<file path="src/rtl/snes_pad_responder.sv">
`default_nettype none
// ============================================================================
//  Module      : snes_pad_responder
//  Description : Controller-side end of the SNES latch/clock serial protocol.
//                Conditions the console lat/clk pins and shifts out one
//                16-bit button word per latch on snes_dat (low = pressed).
//                Words come from an upstream frame source via valid/ready.
//  Revision    : 1.0 - initial release
// ============================================================================
module snes_pad_responder #(
    parameter int FILTER_CYCLES    = 3,
    parameter int HOLD_ON_UNDERRUN = 1,
    parameter int CNT_W            = 16
) (
    input  logic             sys_clk,
    input  logic             rst_n,
    input  logic             snes_lat,
    input  logic             snes_clk,
    output logic             snes_dat,
    input  logic [15:0]      frame_data,
    input  logic             frame_valid,
    output logic             frame_ready,
    output logic             underrun,
    output logic [CNT_W-1:0] latch_count,
    output logic [4:0]       bit_idx
);

    // Filter counter only needs to reach FILTER_CYCLES-1.
    localparam int                c_FCNT_W = (FILTER_CYCLES > 1) ? $clog2(FILTER_CYCLES) : 1;
    localparam logic [c_FCNT_W-1:0] c_FMAX = c_FCNT_W'(FILTER_CYCLES - 1);

    typedef enum logic [1:0] {
        ST_IDLE    = 2'd0,
        ST_LATCHED = 2'd1,
        ST_SHIFT   = 2'd2,
        ST_DONE    = 2'd3
    } state_t;

    logic                r_lat_s1, r_lat_s2, r_clk_s1, r_clk_s2;
    logic                r_lat_f, r_clk_f, r_lat_fd, r_clk_fd;
    logic [c_FCNT_W-1:0] r_lat_cnt, r_clk_cnt;

    state_t              r_state, w_state_nxt;
    logic [15:0]         r_sr, w_sr_nxt;
    logic [15:0]         r_last, w_last_nxt;
    logic [15:0]         r_load, w_load_nxt;
    logic [CNT_W-1:0]    r_cnt, w_cnt_nxt;
    logic [4:0]          r_idx, w_idx_nxt;
    logic                r_dat, w_dat_nxt;
    logic                w_ready, w_underrun;
    logic                w_lat_rise, w_clk_rise;

    // Two-flop synchronizers; lat idles low, clk idles high.
    always_ff @(posedge sys_clk or negedge rst_n) begin
        if (!rst_n) begin
            r_lat_s1 <= 1'b0;
            r_lat_s2 <= 1'b0;
            r_clk_s1 <= 1'b1;
            r_clk_s2 <= 1'b1;
        end else begin
            r_lat_s1 <= snes_lat;
            r_lat_s2 <= r_lat_s1;
            r_clk_s1 <= snes_clk;
            r_clk_s2 <= r_clk_s1;
        end
    end

    // Latch stability filter: adopt a new level after FILTER_CYCLES differing samples in a row.
    always_ff @(posedge sys_clk or negedge rst_n) begin
        if (!rst_n) begin
            r_lat_f   <= 1'b0;
            r_lat_cnt <= '0;
        end else if (r_lat_s2 == r_lat_f) begin
            r_lat_cnt <= '0;
        end else if (r_lat_cnt == c_FMAX) begin
            r_lat_f   <= r_lat_s2;
            r_lat_cnt <= '0;
        end else begin
            r_lat_cnt <= r_lat_cnt + c_FCNT_W'(1);
        end
    end

    // Clock stability filter, same rule as the latch filter.
    always_ff @(posedge sys_clk or negedge rst_n) begin
        if (!rst_n) begin
            r_clk_f   <= 1'b1;
            r_clk_cnt <= '0;
        end else if (r_clk_s2 == r_clk_f) begin
            r_clk_cnt <= '0;
        end else if (r_clk_cnt == c_FMAX) begin
            r_clk_f   <= r_clk_s2;
            r_clk_cnt <= '0;
        end else begin
            r_clk_cnt <= r_clk_cnt + c_FCNT_W'(1);
        end
    end

    // Delayed filtered levels for edge detection.
    always_ff @(posedge sys_clk or negedge rst_n) begin
        if (!rst_n) begin
            r_lat_fd <= 1'b0;
            r_clk_fd <= 1'b1;
        end else begin
            r_lat_fd <= r_lat_f;
            r_clk_fd <= r_clk_f;
        end
    end

    assign w_lat_rise = r_lat_f & ~r_lat_fd;
    assign w_clk_rise = r_clk_f & ~r_clk_fd;

    // Protocol state and datapath registers.
    always_ff @(posedge sys_clk or negedge rst_n) begin
        if (!rst_n) begin
            r_state <= ST_IDLE;
            r_sr    <= '0;
            r_last  <= '0;
            r_load  <= '0;
            r_cnt   <= '0;
            r_idx   <= '0;
            r_dat   <= 1'b1;
        end else begin
            r_state <= w_state_nxt;
            r_sr    <= w_sr_nxt;
            r_last  <= w_last_nxt;
            r_load  <= w_load_nxt;
            r_cnt   <= w_cnt_nxt;
            r_idx   <= w_idx_nxt;
            r_dat   <= w_dat_nxt;
        end
    end

    // Next-state logic; a latch rise overrides everything, including a coincident clk rise.
    // r_load holds the word chosen at the latch edge so the parallel-load phase
    // keeps presenting it (released word on underrun when not holding).
    always_comb begin
        w_state_nxt = r_state;
        w_sr_nxt    = r_sr;
        w_last_nxt  = r_last;
        w_load_nxt  = r_load;
        w_cnt_nxt   = r_cnt;
        w_idx_nxt   = r_idx;
        w_ready     = 1'b0;
        w_underrun  = 1'b0;

        if (w_lat_rise) begin
            w_ready     = 1'b1;
            w_cnt_nxt   = r_cnt + CNT_W'(1);
            w_idx_nxt   = 5'd0;
            w_state_nxt = ST_LATCHED;
            if (frame_valid) begin
                w_sr_nxt   = frame_data;
                w_last_nxt = frame_data;
                w_load_nxt = frame_data;
            end else begin
                w_underrun = 1'b1;
                w_load_nxt = (HOLD_ON_UNDERRUN != 0) ? r_last : 16'h0000;
                w_sr_nxt   = w_load_nxt;
            end
        end else begin
            case (r_state)
                ST_LATCHED: begin
                    w_sr_nxt = r_load;
                    if (!r_lat_f) begin
                        w_state_nxt = ST_SHIFT;
                    end
                end
                ST_SHIFT: begin
                    if (w_clk_rise) begin
                        w_sr_nxt  = {1'b1, r_sr[15:1]};
                        w_idx_nxt = r_idx + 5'd1;
                        if (r_idx == 5'd15) begin
                            w_state_nxt = ST_DONE;
                        end
                    end
                end
                default: begin
                end
            endcase
        end

        w_dat_nxt = (w_state_nxt == ST_IDLE) ? 1'b1 : ~w_sr_nxt[0];
    end

    assign snes_dat    = r_dat;
    assign frame_ready = w_ready;
    assign underrun    = w_underrun;
    assign latch_count = r_cnt;
    assign bit_idx     = r_idx;

endmodule
`default_nettype wire

</file>
<file path="config.mk">
export PLATFORM = sky130hd
export DESIGN_NAME = snes_pad_responder
export DESIGN_NICKNAME = d
export VERILOG_FILES = /design/src/rtl/snes_pad_responder.sv
export SDC_FILE = /design/constraint.sdc
export NUM_CORES = 1
export LEC_CHECK = 0
export CAP_MARGIN = 0
export CORE_MARGIN = 2
export CORE_UTILIZATION = 30
export CTS_BUF_LIST = sky130_fd_sc_hd__clkbuf_8
export CTS_CLUSTER_SIZE = 16
export DETAILED_ROUTE_END_ITERATION = 8
export PLACE_DENSITY = 0.45
export SYNTH_ARGS = -nofsm -noshare
export SYNTH_HDL_FRONTEND = slang
export SYNTH_SLANG_ARGS = --single-unit
</file>
<file path="constraint.sdc">
create_clock -name sys_clk -period 2.25 [get_ports sys_clk]
set_input_delay 0.3375 -clock sys_clk [delete_from_list [all_inputs] [get_ports sys_clk]]
set_output_delay 0.3375 -clock sys_clk [all_outputs]
set_load 0.01 [all_outputs]
</file>
==> results.toml, run 1 <==
[clock_tree]
postCtsSetupRepairBufs = 0
numCtsBuffers = 9
clk_latency_ns = 0.34
clk_pin_slew_ns = 0.07
postCtsHoldBufs = 0
cts_resized = 0
cts_tree = "built"
clock_path_buffers = 2
htreeDepth = 3
numClockSinks = 68
cts_root_buffer = "clkbuf_8"

[route]
drc = 0
dr.pass1.iters = 4
route.final.wire_length_um = 6961
vias = 2277
wl_per_cell_um = 14.50
drtIter0Drc = 116
antenna_left = 0
routed_via_density = 4.744

[synth]
avgSynthCellArea_um2 = 10.86
synth_compound_area_frac = 0.1475
syn-instance-count = 290
ys_seq_area_frac = 0.5425
ys_warn_count = 0
synth_cell_types = 40
synthXorXnorAreaFrac = 0.05564
synthArstFlopShare = 1.000
ys_seq_elements = 68
synth_edf_count = 0
syn_nets = 317
synth_mux_area_frac = 0.06479
syn_area_um2 = 3148
yosys.area_share.simple = 0.1300
synth-main-ff-cell = "dfrtp_1"
synth_top_family_by_area = "compound AO/OA/AOI/OAI gates"
synth_fa_ha_area_frac = 0.02385

[global_routing]
grt.overflow.total = 0
grt_max_degree = 69
grt_pass1_wl_um = 11500
grt_pass1_vias = 2311
grtUsageTotal = 0.1313
grt_antenna_before_repair = 0

[timing]
holdWs_ns = 0.01937
post-route-min-period_ns = 2.103
skew_ns = 0.007401
finalSetupViolCount = 0
rsz0062_at_grt = "false"
fin_tns_setup_ns = 0
worstMarginPinSlew_ns = 0.4723
slew_headroom = 0.6844
min_period_over_period = 0.9346
fmax_mhz = 475.5
setup_ws_ns = 0.1471
finalMaxSlewViolations = 0
finalHoldViolations = 0

[floorplanning]
coreArea_um2 = 10280
io-pin-count = 45
die_w_um = 106.4
fp-row-count = 37
dieArea_um2 = 11330
die_h_um = 106.4
initial_core_util = 0.3063

[outcome]
status = "complete, no violations"

[worst_setup_path]
crit_required_ns = 1.91
cp_num_buf_inv = 1
crit_type = "reg -> out"
worst_path_dominant_cell_family = "buffers and inverters"
crit_chain = "nand2b_1 -> nor2_1 -> clkdlybuf4s50_1"
worst_setup_path_end_kind = "output pin"
reg2reg_slack_ns = 0.45
worst_path_max_delay_cell = "clkdlybuf4s50_1"
reg2regPathDepth = 7
regToRegEndpoint = "snes_dat"
cpPeakStageDelay_ns = 0.57
start_kind = "flip-flop"
worstPathArrival_ns = 1.77
cp_max_fo = 4
r2r_start = "r_state[0]"

[place]
port_buffers = 44
place_congestion = 0.7044
pre_cts_ws_ns = 0.2481
dpl_cell_area_um2 = 3761
place.detailed.hpwl_um = 4350
dpl.cell_count = 464

[finish]
syn_to_final_growth_pct = 24.96
antennaDiodeCount = 0
final_cell_mix = "dfrtp_1 (63), clkdlybuf4s50_1 (43), nor2_1 (39)"
final_common_cell = "dfrtp_1"
final_util = 0.3828
nets = 366
drive_above_1_share = 0.1047
design_area_um2 = 3934
final_cells = 480

[pwr]
peakVddDrop_mv = 0.5223
p_per_area_nw_per_um2 = 1249
cellLeakagePower_nw = 1.811
finalPower_mw = 4.914

[min_path]
hold_path_class = "in -> async"

[run]
cap_violations = 0
[power by group]
part	internal [mW]	leakage [nW]	total (mW)	switching, mW
clock network	0.445	0.103	0.899	0.454
registers	1.69	0.857	2.01	0.322
logic	0.930	0.851	2.00	1.07
[Yosys cell counts, drive strengths merged (2+ instances only)]
cell,instances,area (µm²)
inv,5,18.77
xnor2,15,131.4
buf,13,77.58
and3,4,25.02
nand2,14,52.55
nor2,40,157.6
dfrtp,63,1577
o21ai,2,10.01
dfstp,5,131.4
a22o,14,122.6
a21oi,32,160.2
xor2,5,43.79
clkbuf,2,7.510
mux2i,17,170.2
ha,6,75.07
and4,3,28.78
nand2b,4,25.02
nand4,5,31.28
a21o,14,105.1
nor3,4,20.02
nand3,4,20.02
nor2b,2,12.51
mux2,3,33.78
[metal layers]
layer  GRT usage  vias up  part of all wire
li1            -     1113                 -
met1      0.1751     1106              0.50
met2      0.2005       48              0.44
met3     0.02698       10             0.035
met4     0.06957        0             0.023
met5           0        -                 0
[cell families (layout without fill, tap and decap cells)]
family / after synthesis / count (layout)
AO/OA/AOI/OAI: 70 / 70
XOR/XNOR: 20 / 20
adder cells (fa/ha/maj): 6 / 6
buffers and inverters: 21 / 75
flip-flops: 68 / 68
multiplexers: 20 / 20
AND/OR/NAND/NOR: 85 / 85
[cell type report]
type | instances | area [µm²]
Sequential cell | 68 | 1708
Tap cell | 136 | 170.2
Clock inverter | 5 | 21.27
Timing Repair Buffer | 53 | 528.0
Clock buffer | 11 | 151.4
Fill cell | 1063 | 6344
Inverter | 6 | 27.53
Multi-Input combinational cell | 201 | 1328
[flip-flops by register name, summed over array words and instances, names as in the netlist, 2 cells and up]
name / count
bit_idx: 5
latch_count: 16
r_clk_cnt: 2
r_lat_cnt: 2
r_load: 16
r_sr: 16
r_state: 2
[how the worst max path moves through the flow]
| stage | startpoint | endpoint | slack [ns] | cells after the start |
|---|---|---|---|---|
| CTS | r_lat_fd | underrun | 0.12 | 3 |
| detailed placement | frame_valid | underrun | 0.25 | 3 |
| global route | r_lat_fd | underrun | 0.07 | 3 |
| global placement | frame_valid | underrun | 0.23 | 3 |
| floorplan | bit_idx[0] | snes_dat | 0.63 | 7 |
| finish | r_lat_fd | underrun | 0.15 | 3 |
(Power assumes the default switching activity.)
==> run 2, diff against run 1 <==
Settings changed: SETUP_SLACK_MARGIN set to 0.1.
==> run 2 against run 1 <==
Clock power barely moved. Routed wire length barely moved. Combinational power barely moved. Clock skew did not move. Register-to-register slack barely moved. Sequential share of layout area barely moved. Global-route usage did not move. Worst hold slack barely moved. Maximum frequency rose by 2.4%. Die area did not move. Highest routed layer unchanged.
==> results.toml, run 2 (same netlist as run 1, synthesis figures left out) <==
[place]
place.detailed.hpwl_um = 4350
place_congestion = 0.7044
pre_cts_ws_ns = 0.2481
port_buffers = 44
dpl.cell_count = 464

[timing]
finalHoldViolations = 0
holdWs_ns = 0.01926
setup_ws_ns = 0.1973
finalSetupViolCount = 0
min_period_over_period = 0.9123
finalMaxSlewViolations = 0
worstMarginPinSlew_ns = 0.4723
slew_headroom = 0.6844
rsz0062_at_grt = "false"
fin_tns_setup_ns = 0
fmax_mhz = 487.2
post-route-min-period_ns = 2.053
skew_ns = 0.007401

[clock_tree]
clock_path_buffers = 2
cts_root_buffer = "clkbuf_8"
cts_tree = "built"
clk_latency_ns = 0.34
postCtsHoldBufs = 0
htreeDepth = 3
postCtsSetupRepairBufs = 0
numCtsBuffers = 9
numClockSinks = 68
cts_resized = 0
clk_pin_slew_ns = 0.07

[finish]
nets = 366
final_cell_mix = "dfrtp_1 (63), clkdlybuf4s50_1 (43), nor2_1 (39)"
antennaDiodeCount = 0
syn_to_final_growth_pct = 25.04
regArea_um2 = 1708
final_common_cell = "dfrtp_1"
fillers = 1065
final_cells = 480
drive_above_1_share = 0.1076
multi_input_area_um2 = 1330

[global_routing]
grtUsageTotal = 0.1313
grt.overflow.total = 0
grt_pass1_vias = 2311
grt_max_degree = 69
grt_antenna_before_repair = 0
grt_pass1_wl_um = 11500

[worst_setup_path]
worst_setup_path_end_kind = "output pin"
cp_max_fo = 4
crit_required_ns = 1.91
reg2reg_slack_ns = 0.45
crit_chain = "nand2b_2 -> nor2_1 -> clkdlybuf4s50_1"
start_kind = "flip-flop"
worstPathArrival_ns = 1.72
crit_type = "reg -> out"
worst_path_max_delay_cell = "clkdlybuf4s50_1"
cpPeakStageDelay_ns = 0.57

[route]
dr.pass1.iters = 4
route.final.wire_length_um = 6955
routed_via_density = 4.746
antenna_left = 0
drtIter0Drc = 116
vias = 2278
drc = 0
wl_per_cell_um = 14.49

[min_path]
hold_path_class = "in -> async"

[pwr]
cellLeakagePower_nw = 1.811
peakVddDrop_mv = 0.5223
finalPower_mw = 4.917
p_per_area_nw_per_um2 = 1249

[floorplanning]
initial_core_util = 0.3063
dieArea_um2 = 11330
io-pin-count = 45
die_w_um = 106.4
fp-row-count = 37
die_h_um = 106.4
coreArea_um2 = 10280

[outcome]
status = "complete, no violations"

[run]
cap_violations = 0
-- run 2: cell counts in the layout (fill, tap and decap cells not counted) --
No cell type changed its count.
-- run 2: report_power, final --
group	internal [mW]	leakage, nW	total (mW)	switching (mW)
registers	1.69	0.857	2.01	0.322
logic	0.934	0.851	2.01	1.07
clock network	0.445	0.103	0.899	0.454
-- run 2: per-layer routing --
layer	GRT usage	up-vias	part of all wire
met5	0	-	0
met4	0.06957	0	0.023
met3	0.02698	10	0.035
met2	0.2005	46	0.44
met1	0.1751	1109	0.50
li1	-	1113	-
-- run 2: critical path, delay by kind of cell, from the launching register on --
family,cells,cell delay (ns)
buffers and inverters,1,0.57
DFF,1,0.39
and+or+nand+nor,2,0.41
-- run 2: path summary, 6_finish.rpt --
kind,from,to,depth (start not counted)
min in group sys_clk,r_lat_s1,r_lat_s2,0
max in group asynchronous,rst_n,r_clk_fd,2
worst max-delay path,r_lat_fd,underrun,3
worst min-delay path,rst_n,latch_count[4],2
worst min register to register,r_lat_s1,r_lat_s2,0
worst max register to register,r_state[0],snes_dat,7
-- run 2: area by class of cell --
type | count | area share
flip-flops and latches | 68 | 0.4339
inverters | 6 | 0.006993
clock inverters | 5 | 0.005404
well taps | 136 | 0.04323
multi-input cells | 201 | 0.3379
repair buffers | 53 | 0.1341
clock buffers | 11 | 0.03846
-- run 2: per-stage QoR --
| stage | utilization | cell area [µm²] |
|---|---|---|
| 2_1_floorplan | - | 3148 |
| 3_3_place_gp | 0.3660 | 3761 |
| 3_5_place_dp | 0.3660 | 3761 |
| 4_1_cts | 0.3828 | 3934 |
| 5_1_grt | 0.3830 | 3936 |
| 6_report | 0.3830 | 3936 |
==> run 3, diff against run 2 <==
Settings changed: PLACE_DENSITY 0.45 to 0.47.
Clock period 2.25 ns to 1.71 ns, I/O delays scaled along.
==> run 3 against run 2 <==
Setup slack worse by 0.090 ns. Cell count is 6.5% higher. Combinational power is 95% higher. Critical path type is now reg -> reg. Largest cell class unchanged. Largest power group is now combinational cells.
==> results.toml, run 3 (same netlist as run 1, synthesis figures left out) <==
[route]
route.final.wire_length_um = 7481
routed_via_density = 4.681
dr.pass1.iters = 4
drc = 0
drtIter0Drc = 49
antenna_left = 0
vias = 2392
wl_per_cell_um = 14.64

[clock_tree]
clk_latency_ns = 0.34
cts_tree = "built"
clk_pin_slew_ns = 0.07
cts_root_buffer = "clkbuf_8"
clock_path_buffers = 2
htreeDepth = 3
numClockSinks = 68
numCtsBuffers = 9

[floorplanning]
io-pin-count = 45
initial_core_util = 0.3063
fp-row-count = 37
coreArea_um2 = 10280
dieArea_um2 = 11330
die_h_um = 106.4
die_w_um = 106.4

[finish]
antennaDiodeCount = 0
syn_to_final_growth_pct = 41.97
nets = 398
final_cell_mix = "dfrtp_1 (60), nor2_1 (37), clkdlybuf4s50_1 (35)"
design_area_um2 = 4469
drive_above_1_share = 0.2587
final_common_cell = "dfrtp_1"
final_cells = 511
final_util = 0.4349

[pwr]
p_clk_frac = 0.161
switching_share = 0.3615
p_per_area_nw_per_um2 = 1745
combPwrFrac = 0.502
p_int_mw = 4.979
cellLeakagePower_nw = 2.099
p_sw_mw = 2.818
peakVddDrop_mv = 0.7515
p_seq_frac = 0.337

[worst_setup_path]
reg2regPathDepth = 8
reg2reg_slack_ns = 0.11
crit_required_ns = 1.97
r2r_start = "r_state[0]"
crit_path_end = "r_sr[1]"
crit_start = "r_state[0]"
worst_setup_path_end_kind = "flip-flop"
start_kind = "flip-flop"
cp_max_fo = 7
regToRegEndpoint = "r_sr[1]"
crit_type = "reg -> reg"
worstPathArrival_ns = 1.86

[timing]
min_period_over_period = 0.9371
fmax_mhz = 624.0
finalSetupViolCount = 0
skew_ns = 0.007660
worstMarginPinSlew_ns = 0.4716
fin_tns_setup_ns = 0
setup_ws_ns = 0.1075
post-route-min-period_ns = 1.603
finalMaxSlewViolations = 0
rsz0062_at_grt = "true"
slew_headroom = 0.6856
finalHoldViolations = 0

[place]
place_congestion = 0.7090
place.detailed.hpwl_um = 4591
dpl_cell_area_um2 = 3881
port_buffers = 44
dpl.cell_count = 473
pre_cts_ws_ns = -0.07741

[outcome]
status = "complete, no violations"

[global_routing]
grt_pass1_vias = 2378
grt_pass1_wl_um = 11720
grt_max_degree = 31
grt_antenna_before_repair = 0
grt.overflow.total = 0
grtUsageTotal = 0.1333

[min_path]
hold_path_class = "in -> reg"

[run]
cap_violations = 0
-- run 3: timing repair --
item,4_1_cts,5_1_grt
cloned,1,4
hold buffers,1,0
endpoints found under the hold margin,16,0
setup endpoints to repair,24,33
gates resized for setup,16,34
buffers inserted,4,13
pin swaps,6,25
-- run 3: power by group through the flow --
stage / Sequential [mW] / Clock [mW] / Combinational [mW]
after global routing: 2.70 / 1.38 / 4.33
final: 2.63 / 1.25 / 3.92
after detailed placement: 2.66 / 0 / 2.94
after floorplan: 2.60 / 0 / 1.88
after CTS: 2.63 / 1.30 / 3.07
after global placement: 2.65 / 0 / 2.89
-- run 3: layer usage --
metal	wire length, µm	track usage
met5	0	0
met4	74	0.03340
met3	350	0.04966
met2	3706	0.2216
met1	3349	0.1640
-- run 3: worst min-delay path by stage --
stage                   from             end  slack [ns]  depth (start not counted)
floorplan              rst_n      bit_idx[0]       -0.04                          0
global placement       rst_n  latch_count[6]        0.25                          1
detailed placement     rst_n  latch_count[4]        0.24                          1
CTS                 snes_clk        r_clk_s1        0.31                          1
global route        snes_clk        r_clk_s1        0.30                          1
finish              snes_clk        r_clk_s1        0.32                          1
-- run 3: worst max-delay path, stage by stage, from the launching register on --
cell and delay, ns:
dfrtp_1 0.40, inv_2 0.08, buf_6 0.12, ha_4 0.25, buf_6 0.12, nor2_4 0.16, clkbuf_16 0.19, a21oi_2 0.05
a21oi_1 0.15
-- run 3: area by class of cell --
class                           instances  area (µm²)
Clock buffer                           13       178.9
Timing Repair Buffer                   85       913.4
Fill cell                            1018        5808
Tap cell                              136       170.2
Multi-Input combinational cell        201        1459
Inverter                                6       27.53
Clock inverter                          2       8.758
Sequential cell                        68        1712
-- run 3: stage by stage --
step	power [mW]	hold WS (ns)
after floorplan	4.479	-0.03909
after global placement	5.538	0.2496
after detailed placement	5.594	0.2432
after CTS	6.995	0.3074
after global routing	8.409	0.3032
final	7.797	0.3231
